File: src/rtl/output_stream_buffer.sv
// output_stream_buffer: captures finished output pixels, saturates them to OUT_WIDTH,
// queues them in a FIFO, and presents the FIFO to the host as a valid/ready stream.
// Optional feature macro: OUTBUF_RELU_EN (negative accumulators are zeroed before saturation).
module output_stream_buffer #(
   parameter int unsigned ACC_WIDTH          = 32,
   parameter int unsigned OUT_WIDTH          = 16,
   parameter int unsigned FIFO_DEPTH         = 8,
   parameter int unsigned ALMOST_FULL_MARGIN = 2,
   parameter int unsigned FEATURE_MAP_WIDTH  = 1024,
   parameter int unsigned FEATURE_MAP_HEIGHT = 1024,
   parameter int unsigned OUTPUT_NB_CHANNELS = 64
) (
   input  logic                 clk,
   input  logic                 arst_n_in,
   input  logic                 start,
   input  logic                 in_valid,
   input  logic [ACC_WIDTH-1:0] in_data,
   input  logic [31:0]          in_x,
   input  logic [31:0]          in_y,
   input  logic [31:0]          in_ch,
   output logic                 in_stall,
   output logic                 out_valid,
   input  logic                 out_ready,
   output logic [OUT_WIDTH-1:0] out_data,
   output logic [31:0]          out_x,
   output logic [31:0]          out_y,
   output logic [31:0]          out_ch,
   output logic                 overflow,
   output logic                 done,
   output logic [31:0]          out_count
);

   localparam int unsigned PTR_W     = $clog2(FIFO_DEPTH);
   localparam int unsigned CNT_W     = PTR_W + 1;
   localparam int unsigned TOTAL     = FEATURE_MAP_WIDTH * FEATURE_MAP_HEIGHT * OUTPUT_NB_CHANNELS;
   localparam int unsigned STALL_LVL = FIFO_DEPTH - ALMOST_FULL_MARGIN;
   localparam int unsigned UPPER_W   = ACC_WIDTH - OUT_WIDTH + 1;

   typedef enum logic [1:0] {S_IDLE, S_STREAM, S_DRAIN, S_DONE} state_t;

   typedef struct packed {
      logic [OUT_WIDTH-1:0] data;
      logic [31:0]          x;
      logic [31:0]          y;
      logic [31:0]          ch;
   } entry_t;

   state_t               state, state_next;
   entry_t               mem [FIFO_DEPTH];
   entry_t               entry;
   logic [PTR_W-1:0]     wr_ptr, rd_ptr;
   logic [CNT_W-1:0]     count, count_next;
   logic [31:0]          acc_cnt;
   logic                 push_attempt, clear_run, done_next;
   logic                 pop, full, push, drop;
   logic [ACC_WIDTH-1:0] relu;
   logic [UPPER_W-1:0]   upper;
   logic [OUT_WIDTH-1:0] sat;

   // State register
   always_ff @(posedge clk or negedge arst_n_in) begin
      if (!arst_n_in) state <= S_IDLE;
      else            state <= state_next;
   end

   // Next-state logic; the final accepted input moves the run into DRAIN
   always_comb begin
      state_next = state;
      unique case (state)
         S_IDLE:   if (start) state_next = S_STREAM;
         S_STREAM: if (in_valid && (acc_cnt == 32'(TOTAL - 1))) state_next = S_DRAIN;
         S_DRAIN:  if (count == '0) state_next = S_DONE;
         S_DONE:   if (start) state_next = S_STREAM;
         default:  state_next = S_IDLE;
      endcase
   end

   // FSM-derived controls
   always_comb begin
      push_attempt = 1'b0;
      clear_run    = 1'b0;
      done_next    = (state_next == S_DONE);
      if (state == S_STREAM) push_attempt = in_valid;
      if ((state == S_IDLE) || (state == S_DONE)) clear_run = start;
   end

   // Optional ReLU followed by a signed clamp to the output word range
   always_comb begin
      relu = in_data;
`ifdef OUTBUF_RELU_EN
      if (in_data[ACC_WIDTH-1]) relu = '0;
`endif
      upper = relu[ACC_WIDTH-1:OUT_WIDTH-1];
      sat   = relu[OUT_WIDTH-1:0];
      if (!((&upper) || !(|upper))) begin
         if (relu[ACC_WIDTH-1]) sat = {1'b1, {(OUT_WIDTH-1){1'b0}}};
         else                   sat = {1'b0, {(OUT_WIDTH-1){1'b1}}};
      end
      entry = '{data: sat, x: in_x, y: in_y, ch: in_ch};
   end

   // FIFO handshake; a full FIFO still accepts a push when a pop frees a slot in the same cycle
   always_comb begin
      pop        = out_valid && out_ready;
      full       = (count == CNT_W'(FIFO_DEPTH));
      push       = push_attempt && (!full || pop);
      drop       = push_attempt && full && !pop;
      count_next = count + CNT_W'(push) - CNT_W'(pop);
   end

   // FIFO storage, pointers, counters and registered status
   always_ff @(posedge clk or negedge arst_n_in) begin
      if (!arst_n_in) begin
         for (int unsigned i = 0; i < FIFO_DEPTH; i++) mem[i] <= '0;
         wr_ptr    <= '0;
         rd_ptr    <= '0;
         count     <= '0;
         acc_cnt   <= '0;
         out_count <= '0;
         out_valid <= 1'b0;
         in_stall  <= 1'b0;
         overflow  <= 1'b0;
         done      <= 1'b0;
      end else begin
         done <= done_next;
         if (clear_run) begin
            wr_ptr    <= '0;
            rd_ptr    <= '0;
            count     <= '0;
            acc_cnt   <= '0;
            out_count <= '0;
            out_valid <= 1'b0;
            in_stall  <= 1'b0;
            overflow  <= 1'b0;
         end else begin
            if (push) begin
               mem[wr_ptr] <= entry;
               wr_ptr      <= wr_ptr + PTR_W'(1);
            end
            if (pop) begin
               rd_ptr    <= rd_ptr + PTR_W'(1);
               out_count <= out_count + 32'd1;
            end
            if (push_attempt) acc_cnt  <= acc_cnt + 32'd1;
            if (drop)         overflow <= 1'b1;
            count     <= count_next;
            out_valid <= (count_next != '0);
            in_stall  <= (count_next >= CNT_W'(STALL_LVL));
         end
      end
   end

   // Head entry is read straight from registered storage
   always_comb begin
      out_data = mem[rd_ptr].data;
      out_x    = mem[rd_ptr].x;
      out_y    = mem[rd_ptr].y;
      out_ch   = mem[rd_ptr].ch;
   end

endmodule

File: config.mk
export PLATFORM = sky130hd
export DESIGN_NAME = output_stream_buffer
export DESIGN_NICKNAME = d
export VERILOG_FILES = /design/src/rtl/output_stream_buffer.sv
export SDC_FILE = /design/constraint.sdc
export NUM_CORES = 2
export LEC_CHECK = 0
export CAP_MARGIN = 20
export CORE_MARGIN = 2
export CORE_UTILIZATION = 50
export DETAILED_ROUTE_END_ITERATION = 10
export GPL_TIMING_DRIVEN = 0
export PLACE_DENSITY = 0.69
export SYNTH_ARGS = -nofsm -noshare
export SYNTH_HDL_FRONTEND = slang
export SYNTH_SLANG_ARGS = --single-unit
File: constraint.sdc
create_clock -name clk -period 4.3 [get_ports clk]
set_clock_uncertainty 0.1 [all_clocks]
set_input_delay 0.86 -clock clk [delete_from_list [all_inputs] [get_ports clk]]
set_output_delay 0.86 -clock clk [all_outputs]
set_load 0.01 [all_outputs]
==> results.py <==
metrics = {
    "sta": {
        "rsz0062_at_grt": "yes",
        "setup_slack_ns": 0.0712,
        "setup_viol": 0,
        "worst_pin_slew_ns": 1.02,
        "final_hold_viol_count": 0,
        "finalMaxSlewViolations": 0,
        "fin_crit_sh_pct": 98.3,
        "finalCriticalPeriod_ns": 4.23,
        "slew_headroom_pct": 31.9,
        "fmax_mhz": 236,
        "fin_hold_ws_ns": 0.112,
    },
    "synthesis": {
        "synthXorXnorAreaFrac_pct": 1.22,
        "synth_warnings": 0,
        "synthArstFlopShare_pct": 100,
        "synth_seq_cells": 976,
        "synth_top_cell_by_area": "dfrtp_1",
        "synth_area_um2": 44000,
        "synth_compound_gate_area_share_pct": 2.20,
        "ys_types": 48,
        "synth_fa_ha_area_share_pct": 0.415,
        "yosysSeqAreaShare_pct": 55.5,
        "synth-edff-count": 0,
        "yosys.area.top_type_share_pct": 55.5,
        "syn_area_per_cell_um2": 15.2,
        "synth-simple-area-share_pct": 3.69,
        "syn_nets": 3035,
        "synth_area_leaders": "dfrtp_1, mux2_2, mux4_2",
        "synth_top_family_by_area": "multiplexers",
        "netlist_instances": 2888,
        "ys.flop_type": "dfrtp_1",
        "synthMuxAreaShare_pct": 34.2,
        "synth.most_common_cell": "dfrtp_1",
        "synth_common_cells": "dfrtp_1, mux2_2, mux4_2",
    },
    "die": {
        "die_h_um": 301,
        "io_pins": 281,
        "coreArea_um2": 87000,
        "die_w_um": 301,
        "die-area_um2": 90300,
        "initial_core_util_pct": 50.5,
        "rows": 108,
    },
    "power_and_ir_drop": {
        "pwr-share-clk_pct": 26.6,
        "pwr-share-seq_pct": 37.1,
        "power_density_nw_per_um2": 651,
        "leakage_uw": 0.0238,
        "vdd_drop_max_v": 0.000461,
        "power_switching_uw": 10300,
        "intPower_uw": 23700,
        "switching_share_pct": 30.3,
        "pwr-share-comb_pct": 36.3,
    },
    "place": {
        "io_buffers": 279,
        "placed_area_um2": 48500,
        "dp_hpwl_mm": 74.5,
        "place_ws_ns": -0.572,
        "gp_congestion": 0.835,
    },
    "hold_path": {
        "worstHoldPathType": "in -> async",
    },
    "drt": {
        "drt_iter0_markers": 1626,
        "dr_total_vias": 26400,
        "ant_nets": 0,
        "drt-wirelength-per-cell_um": 24.5,
        "first_pass_iters": 5,
        "drcViolationCount": 0,
        "wl_mm": 111,
        "drt-vias-per-instance": 5.83,
    },
    "clocking": {
        "htree_levels": 3,
        "cts_root_buffer": "clkbuf_16",
        "clkSinkCount": 976,
        "cts_tree": "built",
        "clk-insertion-delay-late_ns": 0.65,
        "clock_path_buffers": 3,
        "clk_pin_slew_worst_paths_ns": 0.06,
        "numCtsBuffers": 103,
        "post_cts_buffers": 0,
    },
    "setup_path": {
        "criticalPathCategory": "reg -> out",
        "crit_arrival_ns": 3.27,
        "crit_path_start_kind": "flip-flop",
        "critPathCaptureType": "output pin",
        "cp_max_fo": 10,
        "required_ns": 3.34,
    },
    "grt": {
        "grt_pass1_vias": 28900,
        "antenna_found_initial": 14,
        "grt_max_degree": 130,
        "grt_pass1_wl_mm": 172,
        "gr-total-overflow": 0,
        "grt_usage_pct": 24.9,
    },
    "final_layout": {
        "seqCellArea_um2": 24400,
        "areaGrowthSynthToFinish_pct": 18.7,
        "fillers": 6624,
        "multi_input_area_um2": 18400,
        "stdcell_area_um2": 52200,
        "nNetsFinal": 3430,
        "drive_gt1_share_pct": 39.7,
        "final_util_pct": 60.0,
    },
    "job": {
        "drv_cap": 0,
    },
    "status": {
        "status": "completed",
    },
}
-- logic make-up after synthesis --
| group | after synthesis |
|---|---|
| buffers and inverters | 213 |
| AOI/OAI and AO/OA | 174 |
| xor gates and xnor gates | 61 |
| DFF | 976 |
| adders and majority gates | 14 |
| muxes | 1113 |
| and+or+nand+nor | 337 |
-- critical path, stage by stage, from the launching register on --
cell	delay, ns
dfrtp_1	0.35
clkbuf_4	0.30
clkbuf_4	0.37
clkbuf_2	0.41
mux4_2	0.37
mux2_2	0.32
clkdlybuf4s50_1	0.49
-- metal layers --
layer	wire [um]	up-vias	GRT usage, %	part of all wire [%]
li1	-	11400	-	-
met1	46700	14200	33.1	42
met2	55300	554	41.8	50
met3	4910	198	4.00	4.4
met4	3640	12	8.90	3.3
met5	81	-	0	0.073
-- power groups by stage --
stage | Clock, uW | Sequential, uW | Combinational [uW]
floorplan | 0 | 12300 | 7460
detailed placement | 0 | 12700 | 12300
global placement | 0 | 12600 | 12000
CTS | 9230 | 12600 | 12500
global route | 9620 | 12900 | 13200
finish | 9020 | 12600 | 12300
-- metrics by stage --
stage	TNS, ns	total power [uW]	instances
floorplan	0	19800	2888
global placement	-	24600	4322
detailed placement	-39.08	25000	4333
CTS	0	34300	4516
global route	-0.00901	35600	4521
finish	0	33900	4523
-- registers in the layout (all words and copies together) (netlist names) --
register   count
in_stall       1
state          2
wr_ptr         3
mem          896
rd_ptr         3
overflow       1
acc_cnt       32
out_count     32
count          4
done           1
out_valid      1
-- final timing paths --
check	start	end	slack [ns]	cells past startpoint
setup / recovery	rd_ptr[1]	out_x[27]	0.07	6
hold reg to reg	mem[705]	mem[705]	0.38	1
hold / removal	arst_n_in	out_count[19]	0.11	1
max in group asynchronous	arst_n_in	mem[303]	1.67	4
min in group clk	mem[705]	mem[705]	0.38	1
setup reg to reg	state[0]	mem[863]	0.58	8
-- placed cells by master (no fill, tap or decap), types with 11 or more instances in the layout --
cell type | Yosys | layout
o21ai_1 | 15 | 15
clkbuf_4 | 0 | 12
buf_4 | 59 | 65
ha_1 | 13 | 13
clkdlybuf4s50_1 | 0 | 273
dfrtp_1 | 976 | 976
clkbuf_16 | 0 | 106
xnor2_1 | 29 | 29
nor2_1 | 190 | 190
mux2_1 | 130 | 130
nand4_1 | 20 | 20
xor2_1 | 32 | 32
and3_1 | 14 | 14
inv_1 | 16 | 16
clkbuf_1 | 54 | 46
nand3_1 | 22 | 22
buf_6 | 12 | 17
clkbuf_2 | 0 | 13
clkbuf_8 | 0 | 26
mux2_2 | 758 | 758
mux4_2 | 224 | 224
a21oi_1 | 135 | 135
nand2_1 | 31 | 31
buf_2 | 60 | 47
and4_1 | 11 | 11
nor4_1 | 11 | 11
clkinv_2 | 0 | 18
-- layout make-up --
type	instances	area share (%)
inverters	17	0.122
clock buffers	148	5.87
well taps	1155	2.77
diodes	7	0.0336
repair buffers	290	5.88
plain buffers	196	2.53
clock inverters	35	0.789
multi-input cells	1699	35.2
flip-flops and latches	976	46.8
-- what timing repair did --
item                                    in CTS  in global routing
hold buffers                                 0                  0
gates resized for setup                     78                  9
endpoints found under the setup margin     112                 17
Note: power is estimated with default switching activity, not from simulation.
